File: config.mk
export PLATFORM = sky130hd
export DESIGN_NAME = biphasic_train_gen_flat
export DESIGN_NICKNAME = d
export VERILOG_FILES = /design/src/rtl/biphasic_train_gen_if.sv /design/src/rtl/biphasic_train_gen.sv /design/src/flat_wrapper.sv
export SDC_FILE = /design/constraint.sdc
export NUM_CORES = 1
export LEC_CHECK = 0
export BUFFER_PORTS_ARGS = -buffer_cell sky130_fd_sc_hd__buf_4
export CORE_ASPECT_RATIO = 0.8
export CORE_MARGIN = 4
export CORE_UTILIZATION = 35
export CTS_CLUSTER_DIAMETER = 50
export DETAILED_ROUTE_END_ITERATION = 8
export GPL_TIMING_DRIVEN = 0
export SLEW_MARGIN = 20
export SYNTH_ARGS = -nofsm -noshare
export SYNTH_HDL_FRONTEND = slang
export SYNTH_SLANG_ARGS = --single-unit
File: constraint.sdc
create_clock -name clk -period 21.7 [get_ports clk]
set_clock_uncertainty 0.1 [all_clocks]
set_input_delay 2.17 -clock clk [delete_from_list [all_inputs] [get_ports clk]]
set_output_delay 2.17 -clock clk [all_outputs]
set_load 0.03 [all_outputs]
File: src/rtl/biphasic_train_gen_if.sv
// Control-register to switch-matrix bundle for the biphasic train generator.
// The master side programs timing/enable; the slave side (the generator) drives the switches.
interface biphasic_train_gen_if #(
  parameter int NCH     = 4,
  parameter int CNT_W   = 16,
  parameter int GAP_W   = 24,
  parameter int REPS_W  = 17,
  parameter int TRAIN_W = 8
);
  logic               enable;
  logic [CNT_W-1:0]   phase_len;
  logic [CNT_W-1:0]   interphase_len;
  logic [CNT_W-1:0]   interpulse_len;
  logic [REPS_W-1:0]  reps;
  logic [GAP_W-1:0]   intertrain_len;
  logic [TRAIN_W-1:0] num_trains;
  logic [NCH-1:0]     ch_mask;
  logic [NCH-1:0]     ch_pol;
  logic [NCH-1:0]     A;
  logic [NCH-1:0]     B;
  logic [NCH-1:0]     C;
  logic               busy;
  logic               done;
  logic [REPS_W-1:0]  pulse_idx;

  modport master (
    output enable, phase_len, interphase_len, interpulse_len, reps,
           intertrain_len, num_trains, ch_mask, ch_pol,
    input  A, B, C, busy, done, pulse_idx
  );

  modport slave (
    input  enable, phase_len, interphase_len, interpulse_len, reps,
           intertrain_len, num_trains, ch_mask, ch_pol,
    output A, B, C, busy, done, pulse_idx
  );
endinterface

File: src/rtl/biphasic_train_gen.sv
// Multi-channel charge-balanced biphasic pulse-train sequencer; timing, mask and polarity
// are latched at start, outputs are registered one cycle after the decision edge.
module biphasic_train_gen #(
  parameter int NCH     = 4,
  parameter int CNT_W   = 16,
  parameter int GAP_W   = 24,
  parameter int REPS_W  = 17,
  parameter int TRAIN_W = 8
) (
  input logic                clk,
  input logic                reset,
  biphasic_train_gen_if.slave bus
);
  localparam logic [2:0] S_IDLE = 3'd0;
  localparam logic [2:0] S_PH1  = 3'd1;
  localparam logic [2:0] S_IPG  = 3'd2;
  localparam logic [2:0] S_PH2  = 3'd3;
  localparam logic [2:0] S_IPI  = 3'd4;
  localparam logic [2:0] S_ITG  = 3'd5;

  localparam logic [GAP_W-1:0]   ONE_G = {{(GAP_W-1){1'b0}}, 1'b1};
  localparam logic [REPS_W-1:0]  ONE_R = {{(REPS_W-1){1'b0}}, 1'b1};
  localparam logic [TRAIN_W-1:0] ONE_T = {{(TRAIN_W-1){1'b0}}, 1'b1};

  logic [2:0]         state, nxt;
  logic [GAP_W-1:0]   cnt, cnt_nxt;
  logic [REPS_W-1:0]  pidx, pidx_nxt;
  logic [TRAIN_W-1:0] tcnt, tcnt_nxt;
  logic               stop, rearm;

  logic [CNT_W-1:0]   l_phase, l_ipg, l_ipi;
  logic [GAP_W-1:0]   l_itg;
  logic [REPS_W-1:0]  l_reps;
  logic [TRAIN_W-1:0] l_trains;
  logic [NCH-1:0]     l_mask, l_pol;

  logic               start, seg_end, last_pulse, last_train, rearm_set;
  logic [CNT_W-1:0]   phase_src;
  logic [GAP_W-1:0]   ph_load;
  logic [NCH-1:0]     mask_src, pol_src, a_nxt, b_nxt;

  assign start      = (state == S_IDLE) && bus.enable && !rearm;
  assign seg_end    = (cnt == '0);
  assign last_pulse = (pidx >= l_reps);
  assign last_train = (l_trains != '0) && (tcnt >= l_trains);
  assign rearm_set  = (state == S_PH2) && seg_end && last_pulse && last_train;

  // The start edge must use the live inputs since the latches load on that same edge.
  assign phase_src = (state == S_IDLE) ? bus.phase_len : l_phase;
  assign mask_src  = (state == S_IDLE) ? bus.ch_mask : l_mask;
  assign pol_src   = (state == S_IDLE) ? bus.ch_pol : l_pol;
  assign ph_load   = (phase_src == '0) ? '0 : GAP_W'(phase_src) - ONE_G;

  always_comb begin
    nxt      = state;
    cnt_nxt  = seg_end ? cnt : cnt - ONE_G;
    pidx_nxt = pidx;
    tcnt_nxt = tcnt;
    case (state)
      S_IDLE: if (start) begin
        nxt      = S_PH1;
        cnt_nxt  = ph_load;
        pidx_nxt = ONE_R;
        tcnt_nxt = ONE_T;
      end
      S_PH1: if (seg_end) begin
        if (l_ipg != '0) begin
          nxt     = S_IPG;
          cnt_nxt = GAP_W'(l_ipg) - ONE_G;
        end else begin
          nxt     = S_PH2;
          cnt_nxt = ph_load;
        end
      end
      S_IPG: if (seg_end) begin
        nxt     = S_PH2;
        cnt_nxt = ph_load;
      end
      S_PH2: if (seg_end) begin
        if (stop || !bus.enable || (last_pulse && last_train)) begin
          nxt = S_IDLE;
        end else if (!last_pulse) begin
          if (l_ipi != '0) begin
            nxt     = S_IPI;
            cnt_nxt = GAP_W'(l_ipi) - ONE_G;
          end else begin
            nxt      = S_PH1;
            cnt_nxt  = ph_load;
            pidx_nxt = pidx + ONE_R;
          end
        end else if (l_itg != '0) begin
          nxt     = S_ITG;
          cnt_nxt = l_itg - ONE_G;
        end else begin
          nxt      = S_PH1;
          cnt_nxt  = ph_load;
          pidx_nxt = ONE_R;
          tcnt_nxt = (tcnt == '1) ? tcnt : tcnt + ONE_T;
        end
      end
      S_IPI: if (!bus.enable) begin
        nxt = S_IDLE;
      end else if (seg_end) begin
        nxt      = S_PH1;
        cnt_nxt  = ph_load;
        pidx_nxt = pidx + ONE_R;
      end
      S_ITG: if (!bus.enable) begin
        nxt = S_IDLE;
      end else if (seg_end) begin
        nxt      = S_PH1;
        cnt_nxt  = ph_load;
        pidx_nxt = ONE_R;
        tcnt_nxt = (tcnt == '1) ? tcnt : tcnt + ONE_T;
      end
      default: nxt = S_IDLE;
    endcase
    if (nxt == S_IDLE) begin
      cnt_nxt  = '0;
      pidx_nxt = '0;
      tcnt_nxt = '0;
    end
  end

  assign a_nxt = mask_src & (({NCH{nxt == S_PH1}} & ~pol_src) | ({NCH{nxt == S_PH2}} & pol_src));
  assign b_nxt = mask_src & (({NCH{nxt == S_PH1}} & pol_src) | ({NCH{nxt == S_PH2}} & ~pol_src));

  always_ff @(posedge clk) begin
    if (!reset) begin
      state    <= S_IDLE;
      cnt      <= '0;
      pidx     <= '0;
      tcnt     <= '0;
      stop     <= 1'b0;
      rearm    <= 1'b0;
      bus.A    <= '0;
      bus.B    <= '0;
      bus.C    <= '1;
      bus.busy <= 1'b0;
      bus.done <= 1'b0;
    end else begin
      state <= nxt;
      cnt   <= cnt_nxt;
      pidx  <= pidx_nxt;
      tcnt  <= tcnt_nxt;
      // A drop anywhere inside a pulse is remembered so the pulse still balances.
      if (nxt == S_IDLE)
        stop <= 1'b0;
      else if (!bus.enable && (state == S_PH1 || state == S_IPG || state == S_PH2))
        stop <= 1'b1;
      if (!bus.enable)
        rearm <= 1'b0;
      else if (rearm_set)
        rearm <= 1'b1;
      if (start) begin
        l_phase  <= bus.phase_len;
        l_ipg    <= bus.interphase_len;
        l_ipi    <= bus.interpulse_len;
        l_itg    <= bus.intertrain_len;
        l_reps   <= bus.reps;
        l_trains <= bus.num_trains;
        l_mask   <= bus.ch_mask;
        l_pol    <= bus.ch_pol;
      end
      bus.A    <= a_nxt;
      bus.B    <= b_nxt;
      bus.C    <= ~a_nxt & ~b_nxt;
      bus.busy <= (nxt != S_IDLE);
      bus.done <= (nxt == S_IDLE) && (state != S_IDLE);
    end
  end

  assign bus.pulse_idx = pidx;
endmodule

File: src/flat_wrapper.sv
// flat-port wrapper written by rule: the top's interface ports become plain ports
module biphasic_train_gen_flat 
#(
  parameter int NCH     = 4,
  parameter int CNT_W   = 16,
  parameter int GAP_W   = 24,
  parameter int REPS_W  = 17,
  parameter int TRAIN_W = 8
)
  (clk, reset, bus_enable, bus_phase_len, bus_interphase_len, bus_interpulse_len, bus_reps, bus_intertrain_len, bus_num_trains, bus_ch_mask, bus_ch_pol, bus_A, bus_B, bus_C, bus_busy, bus_done, bus_pulse_idx);
  biphasic_train_gen_if #(.NCH(NCH), .CNT_W(CNT_W), .GAP_W(GAP_W), .REPS_W(REPS_W), .TRAIN_W(TRAIN_W)) bus_i ();
  input logic clk;
  input logic reset;
  input wire logic [$bits(bus_i.enable)-1:0] bus_enable;
  input wire logic [$bits(bus_i.phase_len)-1:0] bus_phase_len;
  input wire logic [$bits(bus_i.interphase_len)-1:0] bus_interphase_len;
  input wire logic [$bits(bus_i.interpulse_len)-1:0] bus_interpulse_len;
  input wire logic [$bits(bus_i.reps)-1:0] bus_reps;
  input wire logic [$bits(bus_i.intertrain_len)-1:0] bus_intertrain_len;
  input wire logic [$bits(bus_i.num_trains)-1:0] bus_num_trains;
  input wire logic [$bits(bus_i.ch_mask)-1:0] bus_ch_mask;
  input wire logic [$bits(bus_i.ch_pol)-1:0] bus_ch_pol;
  output wire logic [$bits(bus_i.A)-1:0] bus_A;
  output wire logic [$bits(bus_i.B)-1:0] bus_B;
  output wire logic [$bits(bus_i.C)-1:0] bus_C;
  output wire logic [$bits(bus_i.busy)-1:0] bus_busy;
  output wire logic [$bits(bus_i.done)-1:0] bus_done;
  output wire logic [$bits(bus_i.pulse_idx)-1:0] bus_pulse_idx;
  assign bus_i.enable = bus_enable;
  assign bus_i.phase_len = bus_phase_len;
  assign bus_i.interphase_len = bus_interphase_len;
  assign bus_i.interpulse_len = bus_interpulse_len;
  assign bus_i.reps = bus_reps;
  assign bus_i.intertrain_len = bus_intertrain_len;
  assign bus_i.num_trains = bus_num_trains;
  assign bus_i.ch_mask = bus_ch_mask;
  assign bus_i.ch_pol = bus_ch_pol;
  assign bus_A = bus_i.A;
  assign bus_B = bus_i.B;
  assign bus_C = bus_i.C;
  assign bus_busy = bus_i.busy;
  assign bus_done = bus_i.done;
  assign bus_pulse_idx = bus_i.pulse_idx;
  biphasic_train_gen #(.NCH(NCH), .CNT_W(CNT_W), .GAP_W(GAP_W), .REPS_W(REPS_W), .TRAIN_W(TRAIN_W)) u_core (.clk(clk), .reset(reset), .bus(bus_i));
endmodule
## After elaboration in Yosys (flattened, before gate mapping)

Cells that the tools add are included.

| cells by class | value |
|---|---|
| add/sub/neg operators | 7 |
| order comparisons | 2 |
| equal/unequal tests | 19 |
| mux-type cells | 48 |
| bitwise gates (word level) | 13 |
| reductions and logical operators | 33 |

Operator list:

| cell | number |
|---|---|
| $mux W24 | 12 |
| $mux W17 | 10 |
| $pmux W24 S5 | 1 |
| $pmux W17 S4 | 1 |
| $mux W8 | 8 |
| $sub A16 B1 Y17 const B | 3 |
| $sub A24 B1 Y24 const B | 2 |
| $reduce_bool A16 Y1 | 2 |
| $mux W3 | 10 |
| $and A4 B4 Y4 | 7 |
| $logic_not A24 Y1 | 1 |
| $pmux W8 S3 | 1 |
| $reduce_bool A24 Y1 | 1 |
| $add A17 B1 Y17 const B | 1 |
| $ge A17 B17 Y1 | 1 |
| $logic_not A16 Y1 | 1 |
| $mux W16 | 1 |
| $pmux W3 S5 | 1 |
| $not A4 Y4 | 3 |
| $ne A2 B1 Y1 const B | 5 |
| $reduce_and A10 Y1 | 1 |
| $eq A3 B2 Y1 const B | 3 |
| $logic_and A1 B1 Y1 | 9 |
| $reduce_bool A3 Y1 | 3 |
| 20 further kinds | 34 |

| storage, ports and cells | value |
|---|---|
| bits in registers | 173 |
| bits of input ports | 108 |
| output and inout bits | 31 |
| word-level logic and storage cells | 141 |

## Longest topological paths before layout

Gate-level depths: netlist of run 1.

| logic depth | value |
|---|---|
| word-level depth | 13 |
| depth in mapped cells | 14 |
| mapped depth without buffers | 11 |

## Least setup slack after synthesis of run 1

OpenSTA, ideal clock, no wires.

| path | value |
|---|---|
| path type | input -> register |
| start | input port bus_enable |
| end | register u_core.l_ipg[0], enable pin |
| library setup time | 827 ps |
| arrival time | 12189 ps |
| required time | 20773 ps |
| slack | 8584 ps |
| cell stages on the path | 2 |
| buffers on the path | 0 |
| path through | inv_1 > nor4_1 |

| between the ends | value |
|---|---|
| longest elaborated chain between the ends | 3 |

RTL lines:

| item | RTL line | text |
|---|---|---|
| start, declared | flat_wrapper.sv:14 | `input wire logic [$bits(bus_i.enable)-1:0] bus_enable;` |
| $logic_and A1 B1 Y1 (2 in series) | biphasic_train_gen.sv:42 | `assign start = (state == S_IDLE) && bus.enable && !rearm;` |
| $reduce_and A2 Y1 (no source line) | -- |  |
| end signal, assigned | biphasic_train_gen.sv:157 | `l_ipg <= bus.interphase_len;` |
| end, declared | biphasic_train_gen.sv:31 | `logic [CNT_W-1:0] l_phase, l_ipg, l_ipi;` |

Every way passes these cells.
A chain may end at the register's enable or synchronous reset.

## Worst setup path in the final report of run 1

| path | value |
|---|---|
| start | register u_core.state[0] |
| end | register u_core.cnt[1] |

| between the ends | value |
|---|---|
| longest elaborated chain between the ends | 9 |
| elaborated cells between the ends (all ways) | 33 |
| those cells by class | add/sub (1); eq/ne (5); mux (20); reduce/logical (7) |

RTL lines:

| item | RTL line | text |
|---|---|---|
| start, declared | biphasic_train_gen.sv:25 | `logic [2:0] state, nxt;` |
| start signal, assigned | biphasic_train_gen.sv:142 | `state <= nxt;` |
| $logic_not A3 Y1 | biphasic_train_gen.sv:42, biphasic_train_gen.sv:49, biphasic_train_gen.sv:59 |  |
| $mux W16 | biphasic_train_gen.sv:49 | `assign phase_src = (state == S_IDLE) ? bus.phase_len : l_phase;` |
| $sub A16 B1 Y17 / $logic_not A16 Y1 (equally long branches) | biphasic_train_gen.sv:52 | `assign ph_load = (phase_src == '0) ? '0 : GAP_W'(phase_src) - ONE_G;` |
| $mux W24 | biphasic_train_gen.sv:52 |  |
| $mux W24, on equally long branches | biphasic_train_gen.sv:83, biphasic_train_gen.sv:91 |  |
| $mux W24 | biphasic_train_gen.sv:82 | `end else if (!last_pulse) begin` |
| $mux W24 | biphasic_train_gen.sv:80 | `if (stop \|\| !bus.enable \|\| (last_pulse && last_train)) begin` |
| $mux W24 | biphasic_train_gen.sv:79 | `S_PH2: if (seg_end) begin` |
| $pmux W24 S5 | biphasic_train_gen.sv:59 | `case (state)` |
| end signal, assigned | biphasic_train_gen.sv:143 | `cnt <= cnt_nxt;` |
| end, declared | biphasic_train_gen.sv:26 | `logic [GAP_W-1:0] cnt, cnt_nxt;` |

Several ways; a longest one is shown, not always the timed one.

==> results of run 1 <==
-- critical path: cells and delay by family, from the launching register on --
family,cells,cell delay (ns)
simple gates,4,1.56
compound gates,5,1.54
buf+inv,3,1.34
flops,1,0.34
mux,1,0.26
fa+ha+maj,1,0.26
-- flip-flops by register name, summed over array words and instances (netlist names), 3 cells and up --
name,flops
u_core.l_mask,4
u_core.tcnt,8
u_core.l_phase,16
u_core.l_reps,17
u_core.l_itg,24
u_core.bus.pulse_idx,17
u_core.bus.A,4
u_core.l_pol,4
u_core.cnt,24
u_core.bus.B,4
u_core.l_ipg,16
u_core.l_ipi,16
u_core.l_trains,8
u_core.bus.C,4
u_core.state,3
-- cell usage after synthesis, drive strengths merged (34+ instances only) --
| cell | instances |
|---|---|
| a21oi | 47 |
| clkbuf | 35 |
| dfxtp | 68 |
| edfxtp | 105 |
| ha | 34 |
| inv | 41 |
| nand2 | 91 |
| nand3 | 35 |
| nor2 | 109 |
| nor3 | 58 |
| o21ai | 43 |
| xnor2 | 56 |
| xor2 | 38 |
-- layout make-up --
type                    count  area (sq um)  area share
multi-input cells         847          5540      0.4386
flip-flops and latches    173          4514      0.3574
repair buffers            154          1119     0.08856
clock buffers              24         525.5     0.04160
well taps                 377         471.7     0.03735
plain buffers              45         183.9     0.01456
inverters                  41         153.9     0.01218
clock inverters             8         122.6    0.009708
-- power by group through the flow --
stage	sequential [mW]	combinational [mW]	clock, mW
2_1_floorplan	0.477	0.474	0
3_5_place_dp	0.457	0.700	0
6_report	0.450	0.715	0.340
4_1_cts	0.450	0.704	0.349
3_3_place_gp	0.473	0.691	0
5_1_grt	0.457	0.782	0.360
-- stage by stage --
| stage | setup slack (ns) | power [mW] | area [sq um] |
|---|---|---|---|
| after floorplan | 8.584 | 0.9508 | 10380 |
| after global placement | 4.042 | 1.164 | 11880 |
| after detailed placement | 15.76 | 1.156 | 11970 |
| after CTS | 15.76 | 1.502 | 12620 |
| after global routing | 15.65 | 1.600 | 12630 |
| final | 16.15 | 1.505 | 12630 |
-- worst paths after layout --
path                    to  slack (ns)  cells past startpoint
max          u_core.cnt[1]       16.15                     14
min            u_core.stop        0.40                      1
max reg2reg  u_core.cnt[1]       16.15                     14
min reg2reg    u_core.stop        0.40                      1
-- logic make-up (layout without fill, tap and decap cells) --
logic type,Yosys count,count (layout)
fa+ha+maj,34,34
xor+xnor,94,94
flops,173,173
buf+inv,86,272
mux,26,26
compound gates,246,246
simple gates,447,447
-- per-layer routing --
| metal | wire, um | vias to the layer above |
|---|---|---|
| met5 | 0 | - |
| met4 | 312 | 0 |
| met3 | 1874 | 21 |
| met2 | 13630 | 302 |
| met1 | 15460 | 4342 |
| li1 | - | 4482 |
==> key figures, run 1 <==
Run status
  • Run status: complete, no violations

Final layout
  • Number of non-filler instances in the completed layout: 1669
  • Layout-stage area growth over the synthesis result: 21.73%
  • Final #Nets: 1421
  • Count of inserted antenna diode cells: 0
  • Number of fill cells in the layout: 2918
  • Share of final-layout standard cells stronger than drive strength 1: 0.1641
  • Commonest non-fill, non-tap cells in the layout: buf_4 (139), nor2_1 (108), edfxtp_1 (105)
  • Final core occ: 0.4313
  • Most common cell after layout, fill and taps aside: buf_4

Logic synthesis
  • Fraction of the mapped netlist area in simple logic gates: 0.2183
  • Cells taking the most area after synthesis: edfxtp_1 (30%), dfxtp_1 (13%), xnor2_1 (4.7%), ha_1 (4.1%), nor2_1 (3.9%)
  • Cells after synthesis: 1106
  • Part of the Yosys area used for sequential elements: 0.4351
  • Net count of the mapped netlist: 1248
  • Xor/xnor cell area share of the yosys netlist: 0.07934
  • Synth top area share: 0.3039
  • Syn avg cell area: 9.382 sq um
  • Synthesized-area fraction occupied by ao, oa, aoi and oai cells: 0.1686
  • Async S/R FF share, synth: 0
  • Number of flip-flops and latches in the synthesized netlist: 173
  • Primary flip-flop cell chosen by synthesis mapping: edfxtp_1
  • Mux cell area share after synthesis: 0.02520
  • Largest family of logic cells by synthesized area: simple AND/OR/NAND/NOR gates
  • Largest area contributor in the synthesized netlist: edfxtp_1
  • Post-synthesis instance area: 10380 sq um
  • Post-Synth Adder-Cell Area: 0.04100
  • Library cells used by synthesis: 75
  • Yosys warnings: 0
  • Post-synth EDFFs: 105

Detailed routing
  • Number of vias per cell: 5.481
  • Wire length per cell after detailed routing: 18.74 um
  • Detailed-routing iteration count for the pre-antenna-repair pass: 5
  • Iter 0 DRT Violations: 739
  • Remaining routing DRC violations: 0
  • Routed Antenna Nets: 0
  • Total via count after detailed routing: 9147
  • Total detailed-routing wirelength: 31.28 mm

STA
  • Portion of the clock cycle consumed by the worst path in the final layout: 0.2559
  • Slew headroom: 0.3009
  • Total count of hold-check failures in the final report: 0
  • Fin Setup TNS: 0 ns
  • Final Critical Period: 5.554 ns
  • Unrepaired setup endpoints after global routing: false
  • Hold slack: 0.3980 ns
  • Count of final setup violators: 0
  • Slew at the pin closest to its max-slew limit: 1.044 ns
  • Max Clock Freq: 180.1 MHz
  • Number of pins with negative max-slew slack in the final report: 0

Clock tree
  • Clock Tree Root: clkbuf_16
  • Clock sinks: 173
  • Clock tree from TritonCTS: done
  • Clock Tree Buf Depth: 2
  • Clock latency of the later-clocked register in the worst-skew pair: 0.45 ns
  • Reg clk slew, reported paths: 0.08 ns
  • Post-CTS resize count: 0
  • Number of levels in the clock H-tree: 4
  • Number of buffers created by CTS: 17
  • Buffers inserted during post-CTS setup optimization: 0
  • Post-CTS Hold Fix Bufs: 0

Worst setup path
  • Crit Path Max Fanout: 10
  • Worst setup path start: u_core.state[0]
  • Worst EP arrival: 5.76 ns
  • Crit Path Category: reg2reg
  • Cell type with the highest occurrence count on the critical path: clkbuf_1
  • Critical path startpoint category: register
  • Cells along the critical path: clkbuf_1 -> nor3_2 -> clkbuf_1 -> clkbuf_1 -> mux2i_1 -> ha_1 -> nor3b_1 -> nand4_1 -> a22oi_1 -> nor2_1 -> a211oi_1 -> o22ai_1 -> a222oi_1 -> a31oi_1
  • Slowest cell delay on critical path: 0.65 ns
  • Critical-path cell with the highest stage delay: nor3_2
  • Critical path required time: 21.91 ns
  • Worst reg2reg startpoint: u_core.state[0]
  • Type of destination of the critical path: register

Job
  • Number of maximum-capacitance violations: 0

Placed design
  • Number of instances in the placed design: 1637
  • GP Congestion: 0.9621
  • Count of buffers from port buffering: 138
  • Estimated wirelength of the detail-placed design: 24.52 mm

Power and ir drop
  • Sw frac: 0.4191
  • Cell-internal power: 874.4 uW
  • Power per cell area: 119.2 nW/um^2
  • Static leakage: 4.694 nW
  • Switching Power: 630.9 uW
  • Proportion of power drawn by combinational gates: 0.475
  • Reg power frac: 0.299
  • Worst vdd ir: 0.00006066 V
  • Clock group share of total power: 0.226

GRT
  • Grt met2 use: 0.2839
  • Met1 Usage GRT: 0.2860
  • Global-route congestion overflow total: 0
  • Maximum number of pins on one net before global-route repair: 17
  • Met3 track demand over resource in global routing: 0.03892
  • Antenna violations before repair: 0
  • Number of global-route vias before repair: 8630
  • Total Routing Usage GR: 0.1902
  • Busiest metal layer after global routing: met1
  • Wire length of the first global-routing pass: 49.35 mm

Floorplanning
  • Number of rows in the core area: 56
  • I/O pin total: 139
  • Die width: 200.5 um
  • Area of the die: 32480 sq um
  • Initial cell density of the core: 0.3543
  • Std-Cell Core Area: 29290 sq um
  • Floorplan die height: 162.0 um

Worst hold path
  • Worst hold path class: reg2reg
  • Startpoint of the lowest-slack hold path: u_core.stop
Note: power is estimated with default switching activity, not from simulation.
==> run 2: changes to the inputs <==
--- a/config.mk
+++ b/config.mk
@@ -5,6 +5,7 @@
 export SDC_FILE = /design/constraint.sdc
 export NUM_CORES = 1
 export LEC_CHECK = 0
+export ABC_AREA = 1
 export BUFFER_PORTS_ARGS = -buffer_cell sky130_fd_sc_hd__buf_4
 export CORE_ASPECT_RATIO = 0.8
 export CORE_MARGIN = 4
==> constraint.sdc (replaced) <==
create_clock -name clk -period 4.6 [get_ports clk]
set_clock_uncertainty 0.1 [all_clocks]
set_input_delay 0.46 -clock clk [delete_from_list [all_inputs] [get_ports clk]]
set_output_delay 0.46 -clock clk [all_outputs]
set_load 0.03 [all_outputs]
==> run 2 against run 1 <==
  * Fmax rose by 66%
  * Worst hold slack got worse by 0.31 ns
  * Via count rose by 12%
  * Routed wire length rose by 6.1%
  * Power rose to 5.0 times the previous value
  * Cell count rose by 22%
  * Global-route usage rose by 0.20 points
  * Design area rose by 3.8%
  * Die area rose by 4.7%
==> key figures, run 2 <==
Final layout
  • Multi-input logic area: 5527 sq um (was 5540 sq um)
  • Area of all sequential standard cells: 4514 sq um (unchanged)
  • Share of final-layout standard cells stronger than drive strength 1: 0.1610 (was 0.1641)
  • Commonest non-fill, non-tap cells in the layout: nand2_1 (345), nor2_1 (205), inv_1 (172) (was buf_4 (139), nor2_1 (108), edfxtp_1 (105))
  • Count of inserted antenna diode cells: 0 (unchanged)
  • Final core occ: 0.4295 (was 0.4313)
  • Layout-stage area growth over the synthesis result: 20.41% (was 21.73%)
  • Registers with the most flip-flops: u_core.cnt: 24 flops, u_core.l_itg: 24 flops (unchanged)
  • Number of fill cells in the layout: 3143 (was 2918)
  • Most common cell after layout, fill and taps aside: nand2_1 (was buf_4)
  • Final #Nets: 1756 (was 1421)

GRT
  • Global-route congestion overflow total: 0 (unchanged)
  • Number of global-route vias before repair: 9397 (was 8630)
  • Antenna violations before repair: 0 (unchanged)
  • Total Routing Usage GR: 0.1922 (was 0.1902)
  • Wire length of the first global-routing pass: 51.57 mm (was 49.35 mm)
  • Maximum number of pins on one net before global-route repair: 27 (was 17)

Floorplanning
  • Die width: 205.2 um (was 200.5 um)
  • Initial cell density of the core: 0.3567 (was 0.3543)
  • Area of the die: 34010 sq um (was 32480 sq um)
  • I/O pin total: 139 (unchanged)
  • Std-Cell Core Area: 30520 sq um (was 29290 sq um)
  • Number of rows in the core area: 57 (was 56)
  • Floorplan die height: 165.8 um (was 162.0 um)

Detailed routing
  • Total detailed-routing wirelength: 33.18 mm (was 31.28 mm)
  • Wire length per cell after detailed routing: 16.27 um (was 18.74 um)
  • Total via count after detailed routing: 10230 (was 9147)
  • Number of vias per cell: 5.015 (was 5.481)
  • Iter 0 DRT Violations: 953 (was 739)
  • Routed Antenna Nets: 0 (unchanged)
  • Remaining routing DRC violations: 0 (unchanged)
  • Detailed-routing iteration count for the pre-antenna-repair pass: 5 (unchanged)

Logic synthesis
  • Xor/xnor cell area share of the yosys netlist: 0.05068 (was 0.07934)
  • Syn avg cell area: 7.493 sq um (was 9.382 sq um)
  • Yosys warnings: 0 (unchanged)
  • Cell with the most instances after synthesis: nand2_1 (was nor2_1)
  • Net count of the mapped netlist: 1595 (was 1248)
  • Fraction of the mapped netlist area in simple logic gates: 0.3265 (was 0.2183)
  • Leading cell types by count after synthesis: nand2_1 (345), nor2_1 (206), inv_1 (172) (was nor2_1 (108), edfxtp_1 (105), nand2_1 (91))
  • Primary flip-flop cell chosen by synthesis mapping: edfxtp_1 (unchanged)
  • Synth top area share: 0.2896 (was 0.3039)
  • Mux cell area share after synthesis: 0 (was 0.02520)
  • Number of flip-flops and latches in the synthesized netlist: 173 (unchanged)
  • Post-synthesis instance area: 10890 sq um (was 10380 sq um)
  • Post-Synth Adder-Cell Area: 0.03907 (was 0.04100)
  • Largest area contributor in the synthesized netlist: edfxtp_1 (unchanged)
  • Part of the Yosys area used for sequential elements: 0.4146 (was 0.4351)
  • Library cells used by synthesis: 49 (was 75)
  • Async S/R FF share, synth: 0 (unchanged)
  • Synthesized-area fraction occupied by ao, oa, aoi and oai cells: 0.09067 (was 0.1686)
  • Post-synth EDFFs: 105 (unchanged)
  • Cells taking the most area after synthesis: edfxtp_1 (29%), dfxtp_1 (13%), nand2_1 (12%), nor2_1 (7.1%), inv_1 (5.9%) (was edfxtp_1 (30%), dfxtp_1 (13%), xnor2_1 (4.7%), ha_1 (4.1%), nor2_1 (3.9%))
  • Cells after synthesis: 1453 (was 1106)
  • Largest family of logic cells by synthesized area: simple AND/OR/NAND/NOR gates (unchanged)

STA
  • Number of pins with negative max-slew slack in the final report: 0 (unchanged)
  • Unrepaired setup endpoints after global routing: false (unchanged)
  • Slew at the pin closest to its max-slew limit: 0.7184 ns (was 1.044 ns)
  • Hold slack: 0.08425 ns (was 0.3980 ns)
  • Final Critical Period: 3.342 ns (was 5.554 ns)
  • Portion of the clock cycle consumed by the worst path in the final layout: 0.7265 (was 0.2559)
  • Total count of hold-check failures in the final report: 0 (unchanged)
  • Count of final setup violators: 0 (unchanged)
  • Slew headroom: 0.5210 (was 0.3009)
  • Fin Setup TNS: 0 ns (unchanged)
  • Max Clock Freq: 299.2 MHz (was 180.1 MHz)

Worst setup path
  • Critical-path cell with the highest stage delay: clkinv_1 (was nor3_2)
  • Critical Path Stages: 14 (unchanged)
  • Cell type with the highest occurrence count on the critical path: nand2_1 (was clkbuf_1)
  • Critical path required time: 4.84 ns (was 21.91 ns)
  • End of the worst register-to-register path: u_core.cnt[6] (was u_core.cnt[1])
  • Crit Path Max Fanout: 10 (unchanged)
  • Slowest cell delay on critical path: 0.43 ns (was 0.65 ns)
  • CP bufs+invs: 2 (was 3)
  • Crit Path Category: reg2reg (unchanged)
  • Register-to-register setup slack: 1.26 ns (was 16.15 ns)
  • Worst EP arrival: 3.59 ns (was 5.76 ns)
  • Length in cells of the worst reg-to-reg path: 14 (unchanged)
  • Critical path startpoint category: register (unchanged)
  • Cells along the critical path: ha_1 -> nand2_1 -> nor2_1 -> nand2_1 -> inv_1 -> nand2_1 -> nand2_4 -> nand2_1 -> nand4_1 -> clkinv_1 -> nand2_1 -> a21boi_1 -> nand3_1 -> and2_1 (was clkbuf_1 -> nor3_2 -> clkbuf_1 -> clkbuf_1 -> mux2i_1 -> ha_1 -> nor3b_1 -> nand4_1 -> a22oi_1 -> nor2_1 -> a211oi_1 -> o22ai_1 -> a222oi_1 -> a31oi_1)
  • Worst reg2reg startpoint: u_core.bus.pulse_idx[13] (was u_core.state[0])
  • Type of destination of the critical path: register (unchanged)
  • Crit-path leading delay family: simple AND/OR/NAND/NOR gates (unchanged)

Job
  • Number of maximum-capacitance violations: 0 (unchanged)

Clock tree
  • Number of levels in the clock H-tree: 4 (unchanged)
  • Clock Tree Buf Depth: 2 (unchanged)
  • Clock sinks: 173 (unchanged)
  • Post-CTS resize count: 0 (unchanged)
  • Clock latency of the later-clocked register in the worst-skew pair: 0.45 ns (about the same)
  • Reg clk slew, reported paths: 0.08 ns (about the same)
  • Buffers inserted during post-CTS setup optimization: 0 (unchanged)
  • Number of buffers created by CTS: 17 (unchanged)
  • Clock tree from TritonCTS: done (unchanged)
  • Post-CTS Hold Fix Bufs: 0 (unchanged)
  • Clock Tree Root: clkbuf_16 (unchanged)

Worst hold path
  • Startpoint of the lowest-slack hold path: bus_num_trains[2] (was u_core.stop)
  • Worst hold path class: in2reg (was reg2reg)
  • End point of the worst hold path: u_core.l_trains[2] (was u_core.stop)
  • Worst Hold Path Cells: 1 (unchanged)

Power and ir drop
  • Power per cell area: 570.2 nW/um^2 (was 119.2 nW/um^2)
  • Static leakage: 5.833 nW (was 4.694 nW)
  • Worst vdd ir: 0.0003062 V (was 0.00006066 V)

Placed design
  • GP Congestion: 0.9392 (was 0.9621)
  • Estimated wirelength of the detail-placed design: 26.27 mm (was 24.52 mm)
  • Count of buffers from port buffering: 138 (unchanged)

Run status
  • Run status: complete, no violations (unchanged)
## run 2: cell types whose count changed after synthesis, sizes merged, moves of 25 or more
cell    change
nand2     +268
inv       +143
nor2      +120
nand3      +74
xnor2      -34
a211oi     -30
or3        -30
clkbuf     -28
o21ai      +28
mux2i      -25
## run 2: worst max path at each step
stage | startpoint | end | slack (ns)
finish | u_core.bus.pulse_idx[13] | u_core.cnt[6] | 1.26
global route | u_core.l_reps[16] | u_core.cnt[6] | 1.00
CTS | u_core.bus.pulse_idx[13] | u_core.cnt[6] | 1.24
detailed placement | u_core.bus.pulse_idx[13] | u_core.cnt[6] | 1.26
global placement | u_core.state[0] | u_core.l_ipg[15] | 0.03
floorplan | u_core.state[0] | u_core.l_ipg[0] | 1.12
## run 2: power breakdown
part           internal (mW)  switching (mW)
Combinational           1.25            2.69
Sequential              1.92           0.164
Clock                  0.768           0.681
## run 2: layout make-up
class                   instances  area share
flip-flops and latches        173      0.3443
repair buffers                142     0.08570
multi-input cells            1074      0.4215
clock inverters                12    0.007253
well taps                     413     0.03942
plain buffers                  21     0.01222
clock buffers                  20     0.03655
inverters                     185     0.05297
## run 2: logic make-up (layout without fill, tap and decap cells)
kind of cell / count (synthesis) / in the layout
adder cells (fa/ha/maj): 34 / 34
buffers and inverters: 206 / 380
XOR/XNOR: 63 / 63
flip-flops: 173 / 173
AO/OA/AOI/OAI: 176 / 176
AND/OR/NAND/NOR: 801 / 801
## run 2: layer usage
| metal | part of all wire | routed length, um | track usage |
|---|---|---|---|
| met1 | 0.49 | 16130 | 0.2899 |
| met2 | 0.41 | 13600 | 0.2787 |
| met3 | 0.083 | 2767 | 0.03866 |
| met4 | 0.021 | 690 | 0.05415 |
| met5 | 0 | 0 | 0 |
## run 2: metrics by stage
step                      cells  area [sq um]  total power [mW]  worst slack (ns)
after floorplan            1453         10900             4.784             1.116
after global placement     2004         12450             5.951           0.03484
after detailed placement   2008         12540             5.994             1.259
after CTS                  2040         13110             7.452             1.243
after global routing       2040         13110             8.006             1.001
final                      2040         13110             7.476             1.258
